$ cat src/rtl/hack_ctrl_if.sv
// Memory-side bundle for hack_ctrl: instruction fetch port and data port,
// each a level req held until a single-cycle ack.
interface hack_ctrl_if;
   logic        imem_req;
   logic [14:0] imem_addr;
   logic        imem_ack;
   logic [15:0] imem_rdata;
   logic        dmem_req;
   logic        dmem_we;
   logic [14:0] dmem_addr;
   logic [15:0] dmem_wdata;
   logic        dmem_ack;
   logic [15:0] dmem_rdata;

   modport master (
      output imem_req, imem_addr,
      input  imem_ack, imem_rdata,
      output dmem_req, dmem_we, dmem_addr, dmem_wdata,
      input  dmem_ack, dmem_rdata
   );

   modport slave (
      input  imem_req, imem_addr,
      output imem_ack, imem_rdata,
      input  dmem_req, dmem_we, dmem_addr, dmem_wdata,
      output dmem_ack, dmem_rdata
   );
endinterface

$ cat src/rtl/hack_ctrl.sv
// Multi-cycle Hack CPU sequencer: owns A/D/PC/IR, drives the external ALU,
// fetches over the imem port and reads/writes M over the dmem port.
module hack_ctrl (
   input  logic        clk,
   input  logic        rst_n,
   hack_ctrl_if.master mem,
   output logic [15:0] alu_x_o,
   output logic [15:0] alu_y_o,
   output logic        alu_zx_o,
   output logic        alu_nx_o,
   output logic        alu_zy_o,
   output logic        alu_ny_o,
   output logic        alu_f_o,
   output logic        alu_no_o,
   input  logic [15:0] alu_out_i,
   output logic [14:0] pc_o,
   output logic [15:0] a_reg_o,
   output logic [15:0] d_reg_o,
   output logic        retire_o
);

   typedef enum logic [2:0] {
      S_IDLE   = 3'd0,
      S_FETCH  = 3'd1,
      S_DECODE = 3'd2,
      S_MEMRD  = 3'd3,
      S_EXEC   = 3'd4,
      S_WB     = 3'd5
   } state_t;

   state_t      state_q, state_d;
   logic [14:0] pc_q,  pc_d;
   logic [15:0] a_q,   a_d;
   logic [15:0] d_q,   d_d;
   logic [15:0] ir_q,  ir_d;
   logic [15:0] mdr_q, mdr_d;
   logic [15:0] res_q, res_d;
   logic        jmp_q, jmp_d;
   logic        retire_s;

   function automatic logic jump_taken(input logic [2:0] jbits, input logic [15:0] val);
      logic zr;
      logic ng;
      zr = (val == 16'h0000);
      ng = val[15];
      return (jbits[2] & ng) | (jbits[1] & zr) | (jbits[0] & ~zr & ~ng);
   endfunction

   // State and architectural registers.
   always_ff @(posedge clk or negedge rst_n) begin
      if (!rst_n) begin
         state_q <= S_IDLE;
         pc_q    <= 15'd0;
         a_q     <= 16'h0000;
         d_q     <= 16'h0000;
         ir_q    <= 16'h0000;
         mdr_q   <= 16'h0000;
         res_q   <= 16'h0000;
         jmp_q   <= 1'b0;
      end else begin
         state_q <= state_d;
         pc_q    <= pc_d;
         a_q     <= a_d;
         d_q     <= d_d;
         ir_q    <= ir_d;
         mdr_q   <= mdr_d;
         res_q   <= res_d;
         jmp_q   <= jmp_d;
      end
   end

   // Next-state, register updates and the commit pulse.
   always_comb begin
      state_d  = state_q;
      pc_d     = pc_q;
      a_d      = a_q;
      d_d      = d_q;
      ir_d     = ir_q;
      mdr_d    = mdr_q;
      res_d    = res_q;
      jmp_d    = jmp_q;
      retire_s = 1'b0;
      case (state_q)
         S_IDLE: begin
            state_d = S_FETCH;
         end
         S_FETCH: begin
            if (mem.imem_ack) begin
               ir_d    = mem.imem_rdata;
               state_d = S_DECODE;
            end else begin
               state_d = S_FETCH;
            end
         end
         S_DECODE: begin
            if (!ir_q[15]) begin
               a_d      = ir_q;
               pc_d     = pc_q + 15'd1;
               retire_s = 1'b1;
               state_d  = S_FETCH;
            end else if (ir_q[12]) begin
               state_d = S_MEMRD;
            end else begin
               state_d = S_EXEC;
            end
         end
         S_MEMRD: begin
            if (mem.dmem_ack) begin
               mdr_d   = mem.dmem_rdata;
               state_d = S_EXEC;
            end else begin
               state_d = S_MEMRD;
            end
         end
         S_EXEC: begin
            res_d   = alu_out_i;
            jmp_d   = jump_taken(ir_q[2:0], alu_out_i);
            state_d = S_WB;
         end
         S_WB: begin
            // Jump target and stores use the A value from before this commit.
            if (!ir_q[3] || mem.dmem_ack) begin
               retire_s = 1'b1;
               if (ir_q[5]) begin
                  a_d = res_q;
               end else begin
                  a_d = a_q;
               end
               if (ir_q[4]) begin
                  d_d = res_q;
               end else begin
                  d_d = d_q;
               end
               if (jmp_q) begin
                  pc_d = a_q[14:0];
               end else begin
                  pc_d = pc_q + 15'd1;
               end
               state_d = S_FETCH;
            end else begin
               state_d = S_WB;
            end
         end
         default: begin
            state_d = S_IDLE;
         end
      endcase
   end

   assign mem.imem_req   = (state_q == S_FETCH);
   assign mem.imem_addr  = pc_q;
   assign mem.dmem_req   = (state_q == S_MEMRD) || ((state_q == S_WB) && ir_q[3]);
   assign mem.dmem_we    = (state_q == S_WB) && ir_q[3];
   assign mem.dmem_addr  = a_q[14:0];
   assign mem.dmem_wdata = res_q;

   assign alu_x_o  = d_q;
   assign alu_y_o  = ir_q[12] ? mdr_q : a_q;
   assign alu_zx_o = ir_q[11];
   assign alu_nx_o = ir_q[10];
   assign alu_zy_o = ir_q[9];
   assign alu_ny_o = ir_q[8];
   assign alu_f_o  = ir_q[7];
   assign alu_no_o = ir_q[6];

   assign pc_o     = pc_q;
   assign a_reg_o  = a_q;
   assign d_reg_o  = d_q;
   assign retire_o = retire_s;

endmodule

$ cat src/flat_wrapper.sv
// flat-port wrapper written by rule: the top's interface ports become plain ports
module hack_ctrl_flat 
  (clk, rst_n, alu_x_o, alu_y_o, alu_zx_o, alu_nx_o, alu_zy_o, alu_ny_o, alu_f_o, alu_no_o, alu_out_i, pc_o, a_reg_o, d_reg_o, retire_o, mem_imem_req, mem_imem_addr, mem_imem_ack, mem_imem_rdata, mem_dmem_req, mem_dmem_we, mem_dmem_addr, mem_dmem_wdata, mem_dmem_ack, mem_dmem_rdata);
  hack_ctrl_if mem_i ();
  input  logic clk;
  input  logic rst_n;
  output logic [15:0] alu_x_o;
  output logic [15:0] alu_y_o;
  output logic alu_zx_o;
  output logic alu_nx_o;
  output logic alu_zy_o;
  output logic alu_ny_o;
  output logic alu_f_o;
  output logic alu_no_o;
  input  logic [15:0] alu_out_i;
  output logic [14:0] pc_o;
  output logic [15:0] a_reg_o;
  output logic [15:0] d_reg_o;
  output logic retire_o;
  output wire logic [$bits(mem_i.imem_req)-1:0] mem_imem_req;
  output wire logic [$bits(mem_i.imem_addr)-1:0] mem_imem_addr;
  input wire logic [$bits(mem_i.imem_ack)-1:0] mem_imem_ack;
  input wire logic [$bits(mem_i.imem_rdata)-1:0] mem_imem_rdata;
  output wire logic [$bits(mem_i.dmem_req)-1:0] mem_dmem_req;
  output wire logic [$bits(mem_i.dmem_we)-1:0] mem_dmem_we;
  output wire logic [$bits(mem_i.dmem_addr)-1:0] mem_dmem_addr;
  output wire logic [$bits(mem_i.dmem_wdata)-1:0] mem_dmem_wdata;
  input wire logic [$bits(mem_i.dmem_ack)-1:0] mem_dmem_ack;
  input wire logic [$bits(mem_i.dmem_rdata)-1:0] mem_dmem_rdata;
  assign mem_imem_req = mem_i.imem_req;
  assign mem_imem_addr = mem_i.imem_addr;
  assign mem_i.imem_ack = mem_imem_ack;
  assign mem_i.imem_rdata = mem_imem_rdata;
  assign mem_dmem_req = mem_i.dmem_req;
  assign mem_dmem_we = mem_i.dmem_we;
  assign mem_dmem_addr = mem_i.dmem_addr;
  assign mem_dmem_wdata = mem_i.dmem_wdata;
  assign mem_i.dmem_ack = mem_dmem_ack;
  assign mem_i.dmem_rdata = mem_dmem_rdata;
  hack_ctrl u_core (.clk(clk), .rst_n(rst_n), .mem(mem_i), .alu_x_o(alu_x_o), .alu_y_o(alu_y_o), .alu_zx_o(alu_zx_o), .alu_nx_o(alu_nx_o), .alu_zy_o(alu_zy_o), .alu_ny_o(alu_ny_o), .alu_f_o(alu_f_o), .alu_no_o(alu_no_o), .alu_out_i(alu_out_i), .pc_o(pc_o), .a_reg_o(a_reg_o), .d_reg_o(d_reg_o), .retire_o(retire_o));
endmodule
$ cat config.mk
export PLATFORM = sky130hd
export DESIGN_NAME = hack_ctrl_flat
export DESIGN_NICKNAME = d
export VERILOG_FILES = /design/src/rtl/hack_ctrl_if.sv /design/src/rtl/hack_ctrl.sv /design/src/flat_wrapper.sv
export SDC_FILE = /design/constraint.sdc
export NUM_CORES = 1
export LEC_CHECK = 0
export ABC_AREA = 1
export BUFFER_PORTS_ARGS = -buffer_cell sky130_fd_sc_hd__buf_2
export CAP_MARGIN = 15
export CORE_ASPECT_RATIO = 1.1
export CORE_MARGIN = 2
export CORE_UTILIZATION = 35
export DETAILED_ROUTE_END_ITERATION = 6
export HOLD_SLACK_MARGIN = 0.06
export PLACE_DENSITY = 0.72
export SLEW_MARGIN = 10
export SYNTH_ARGS = -nofsm -noshare
export SYNTH_HDL_FRONTEND = slang
export SYNTH_SLANG_ARGS = --single-unit
$ cat constraint.sdc
create_clock -name clk -period 1.4 [get_ports clk]
set_input_delay 0 -clock clk [delete_from_list [all_inputs] [get_ports clk]]
set_output_delay 0 -clock clk [all_outputs]
set_load 0.02 [all_outputs]
* Yosys cells after proc, flatten, opt, wreduce, memory -nomap -nowiden
Cells that the tools add are included.
W data, S select, Z words.
** Storage, ports and cells
- Bits in registers :: 99
- Output and inout bits :: 135
- Word-level logic and storage cells :: 55
** Operators by class
- Add/subtract/negate cells :: 1
- Equal/unequal tests :: 8
- Multiplexer cells :: 18
- Bitwise operators :: 8
- Reduce and logical (&&, ||, !) cells :: 12
** Operators by type and width (count)
- $mux W16 :: 4
- $mux W15 :: 3
- $pmux W16 S2 :: 1
- $pmux W15 S2 :: 1
- $pmux W3 S6 :: 1
- $logic_not A16 Y1 :: 1
- $add A15 B1 Y15 const B :: 1
- $mux W3 :: 4
- $eq A3 B2 Y1 const B :: 2
- $eq A3 B3 Y1 const B :: 2
- $reduce_and A3 Y1 :: 2
- $and A1 B1 Y1 :: 4
- $ne A2 B1 Y1 const B :: 2
- $reduce_and A2 Y1 :: 2
- $reduce_and A4 Y1 :: 1
- $eq A3 B1 Y1 const B :: 1
- $logic_not A3 Y1 :: 1
- $logic_or A1 B1 Y1 :: 2
- $mux W1 :: 2
- $mux W2 :: 1
- $ne A2 B2 Y1 const B :: 1
- $not A1 Y1 :: 2
- $or A1 B1 Y1 :: 2
- $pmux W1 S2 :: 1
- 3 further kinds :: 3

* Depth between registers and ports, before layout
- Depth in word-level cells :: 5
- Gate-level depth with buffers :: 11
- Depth with buffers taken out :: 10

* Worst setup path after synthesis
Ideal clock, no wire load.
- Kind :: reg2reg
- Start point :: register u_core.pc_q[1] (netlist: u_core.mem.imem_addr[1])
- End point :: register u_core.pc_q[10] (netlist: u_core.mem.imem_addr[10])
- Data arrival time :: 1.415 ns
- Path slack :: -0.131 ns
- Cell stages (with the launch flop) :: 9
- Path buffers :: 0
- Cells stage by stage :: dfrtp_1 ha_1 nand2_1 nor2_1 nand2_1 o21bai_1 nand3_1 nand2_1 nand2_1
** Between the ends
- Word-level cells in the longest chain between the ends :: 4
- Elaborated cells on any way between the ends :: 5
- Classes of those cells :: add/sub: 1; mux: 4
** Ends and longest elaborated chain
- start: declaration :: line hack_ctrl.sv:32 : logic [14:0] pc_q, pc_d;
- start signal: assignment :: line hack_ctrl.sv:62 : pc_q <= pc_d;
- $add A15 B1 Y15 * :: line hack_ctrl.sv:98, hack_ctrl.sv:137
- $mux W15 :: line hack_ctrl.sv:134 : if (jmp_q) begin
- $mux W15 :: line hack_ctrl.sv:122 : if (!ir_q[3] || mem.dmem_ack) begin
- $pmux W15 S2 * :: line hack_ctrl.sv:83 : case (state_q)
Mark *: on every way between the ends. The rest lies on a longest branch, timed or not. The select of a mux whose other input is x is not followed.
A chain may end at the register's enable or synchronous reset.

* Worst setup path in the final report
- Start point :: register u_core.state_q[1]
- End point :: register u_core.pc_q[14] (netlist: u_core.mem.imem_addr[14])
** Between the ends
- Word-level cells in the longest chain between the ends :: 3
- Elaborated cells on any way between the ends :: 7
- Classes of those cells :: eq/ne: 4; mux: 1; reduce/logical: 2
** Ends and longest elaborated chain
- start: declaration :: line hack_ctrl.sv:31 : state_t state_q, state_d;
- start signal: assignment :: line hack_ctrl.sv:61 : state_q <= state_d;
- $eq A3 B3 Y1 or $eq A3 B2 Y1 (tied branches) :: line hack_ctrl.sv:83
- $ne A2 B1 Y1 (no source line) (tied with other cells)
- $reduce_and A3 Y1 (no source line)
Several ways; a longest one is shown, not always the timed one.

==> summary.md <==
| Metric | Value |
|---|---|
| Clk buf depth | `2` |
| Seq cells post-synth | `just under 100` |
| Post-route cell area | `7520 µm²` |
| Vias in the first global route | `between 4000 and 5000` |
| Fin nets | `about 930` |
| Fin worst setup slack | `-0.0984 ns` |
| Via count | `between 5000 and 6000` |
| First drt pass iteration count | `7` |
| Min-Delay Path Class | `primary input to asynchronous set/reset pin` |
| Initial Utilization | `about 36%` |
| RSZ-0062 raised after global routing | `true` |
| CTS tree | `yes` |
| Average wire per standard cell | `about 15 µm` |
| Synth Cell Area | `between 5000 and 6000 µm²` |
| Cts bufs inserted | `9` |
| Failing checks | `setup timing` |
| Clock skew | `between 0.007 and 0.008 ns` |
| Diodes inserted | `0` |
| PwrDens | `~2400 nW/µm²` |
| Total Wirelength | `16100 µm` |
| Vias per Instance | `around 4.7` |
| Yosys cell types | `26` |
| Critical Path RT | `about 1.6 ns` |
| Lkg Pwr | `3.95 nW` |
| Fin Hold WS | `approximately 0.15 ns` |
| Yosys warnings | `0` |
| Area growth syn-to-layout | `46.7%` |
| Max Cap Viol | `0` |
| Routability Congestion | `approximately 0.85` |
| Syn avg cell area | `about 8 µm²` |
| Core Util, Final | `52.3%` |
| Final setup viols | `40` |
| Reg2reg path depth | `8` |
| CTS sink count | `99` |
| Least-Margin Pin Slew | `0.465 ns` |
| Row cnt | `46` |
| # DRC | `0` |
| Io pins | `between 150 and 200` |
| DRT iter0 DRCs | `between 300 and 400` |
| Status | `complete, but fails checks` |
| H-tree Lvls | `3` |
| Crit Path Max Fanout | `6` |
| Tot GR Track Use | `19.2%` |
| Fin. max-slew vios | `0` |
| Period utilization | `107%` |
| Largest net degree at the start of global routing | `36` |
| Crit path from | `u_core.state_q[1]` |
| Port bufs | `around 190` |
| Crit. End Element | `register` |
| WP data arrival | `between 1.5 and 2 ns` |
| FF-to-FF End | `u_core.mem.imem_addr[14]` |
| DP Area | `between 6000 and 7000 µm²` |
| Startpoint types | `register` |
| Post-synth net total | `between 600 and 700` |
| Die height | `around 130 µm` |
| Syn Inst Count | `approximately 640` |
| Worst-path clk slew | `~0.07 ns` |
| Root cell of the clock tree | `clkbuf_16` |
| Reg-to-Reg Start | `u_core.state_q[1]` |
| Setup crit end | `u_core.mem.imem_addr[14]` |
| Max-slew headroom | `68.9%` |
| Initial antenna violation count | `0` |
| Fmax achieved | `between 0.6 and 0.7 GHz` |
| Sequential-to-total area share from yosys stat | `about 48%` |
| Final min period | `between 1 and 1.5 ns` |
| Final Hold Fails | `0` |
| R2r setup slk | `-0.1 ns` |
| Total global routing overflow | `0` |
| Worst VDD drop | `roughly 1300 µV` |
| Core outline area | `14400 µm²` |
| DP Worst Slack | `-0.0192 ns` |
| First-pass GRT wire length | `between 20000 and 25000 µm` |
| Die area | `15600 µm²` |
| DP Wirelength | `roughly 11000 µm` |
| Chip width | `around 120 µm` |
| Critical path type | `register to register` |
| Fraction of layout cells with a size suffix above 1 | `between 30% and 40%` |
| Post-DRT Antenna Nets | `0` |
| Worst-Skew Late Latency | `0.34 ns` |
## worst min-delay path by stage
stage	start	to	slack, ns	depth (start not counted)
floorplan	rst_n	u_core.a_reg_o[0]	-0.30	0
global placement	rst_n	u_core.mem.imem_addr[2]	-0.03	1
detailed placement	rst_n	u_core.mem.imem_addr[2]	-0.03	1
CTS	rst_n	u_core.mem.imem_addr[2]	0.17	2
global route	rst_n	u_core.mem.imem_addr[2]	0.19	2
finish	rst_n	u_core.a_reg_o[0]	0.15	2
## metrics by stage
stage | total power, mW | TNS [ns] | instances
3_5_place_dp | 13.9 | -0.0553 | 987
5_1_grt | 19.0 | -6.40 | 1071
3_3_place_gp | 13.7 | 0 | 987
4_1_cts | 16.8 | -1.45 | 1060
6_report | 17.8 | -1.94 | 1071
2_1_floorplan | 11.2 | 0 | 643
## where the power goes
group          leakage [nW]  internal, mW  total, mW  switching [mW]
combinational          2.59          3.80       9.80            5.99
clock                 0.143          1.45       2.58            1.13
sequential             1.22          4.20       5.46            1.26
total                  3.95          9.46       17.8            8.38
## state kept, by name (all words and copies together), names as in the netlist
register and flops:
u_core.a_reg_o 16, u_core.mdr_q 16, u_core.mem.imem_addr 15, u_core.state_q 3, u_core.alu_x_o 16, u_core.ir_q 16
u_core.mem.dmem_wdata 16, u_core.jmp_q 1
## repair_timing
item / in CTS / in global routing
resized for setup: 29 / 90
hold endpoints to repair: 150 / 0
pin swaps: 5 / 5
cloned: 1 / 6
endpoints found under the setup margin: 28 / 96
buffers inserted: 5 / 5
hold buffers: 51 / 0
## metal layers
metal	GRT usage [%]	wire length [µm]	vias up	part of all wire, %
met5	0	0	-	0
met4	5.19	295	0	1.8
met3	2.95	751	22	4.7
met2	34.3	8140	174	51
met1	24.5	6930	2370	43
li1	-	-	2435	-
## final cells by class
type | instances | area (µm²)
inverter | 65 | 253
timing repair inverter | 1 | 7.51
multi-input combinational | 408 | 2110
fill | 1301 | 6860
tap | 192 | 240
sequential | 99 | 2480
clock inverter | 6 | 72.6
clock buffer | 10 | 239
timing repair buffer | 290 | 2120
## cell usage after synthesis
master | instances | share of area (%)
o21ai_1 | 17 | 1.7
nand3_1 | 30 | 2.9
inv_2 | 4 | 0.29
xnor2_1 | 2 | 0.34
o21ai_2 | 6 | 1.0
ha_1 | 1 | 0.24
nand4_1 | 6 | 0.73
nand2_4 | 1 | 0.22
nor2_4 | 2 | 0.44
nor2_1 | 43 | 3.1
nor3_2 | 2 | 0.39
clkbuf_1 | 5 | 0.37
clkbuf_2 | 1 | 0.097
or2_2 | 1 | 0.12
o21bai_1 | 2 | 0.29
inv_1 | 61 | 4.5
buf_2 | 10 | 0.98
mux2_2 | 14 | 3.1
nand2_1 | 205 | 15
buf_4 | 51 | 7.5
buf_6 | 4 | 0.88
a21oi_1 | 21 | 2.0
o21ai_0 | 50 | 4.9
or2_1 | 1 | 0.12
nand2_2 | 4 | 0.49
dfrtp_1 | 99 | 48
## placed cells by master, fill, tap and decap left out, drive strengths merged
| cell type | n |
|---|---|
| clkbuf | 15 |
| clkinvlp | 5 |
| nor3 | 2 |
| nand4 | 6 |
| o21bai | 2 |
| nand3 | 30 |
| bufinv | 1 |
| or2 | 2 |
| nand2 | 210 |
| xnor2 | 2 |
| dlygate4sd3 | 51 |
| a21oi | 21 |
| nor2 | 45 |
| dfrtp | 99 |
| inv | 66 |
| ha | 1 |
| mux2 | 14 |
| buf | 234 |
| o21ai | 73 |
## critical path, stage by stage (launching register included)
cell and delay (ns):
dfrtp_1 0.36, inv_2 0.07, nor3_4 0.20, nand2_1 0.10, nand2_2 0.13, buf_6 0.15
clkinvlp_4 0.19, nand2_1 0.12, nand2_1 0.06
## cells by family (layout without fill, tap and decap cells)
family	after synthesis	in the layout	share of synthesized area, %
muxes	14	14	3.07
and+or+nand+nor	295	295	23.6
AOI/OAI and AO/OA	96	96	9.90
buffers and inverters	136	372	14.5
adders and majority gates	1	1	0.244
xor gates and xnor gates	2	2	0.342
DFF	99	99	48.3
Power figures use the tool's default switching activity.
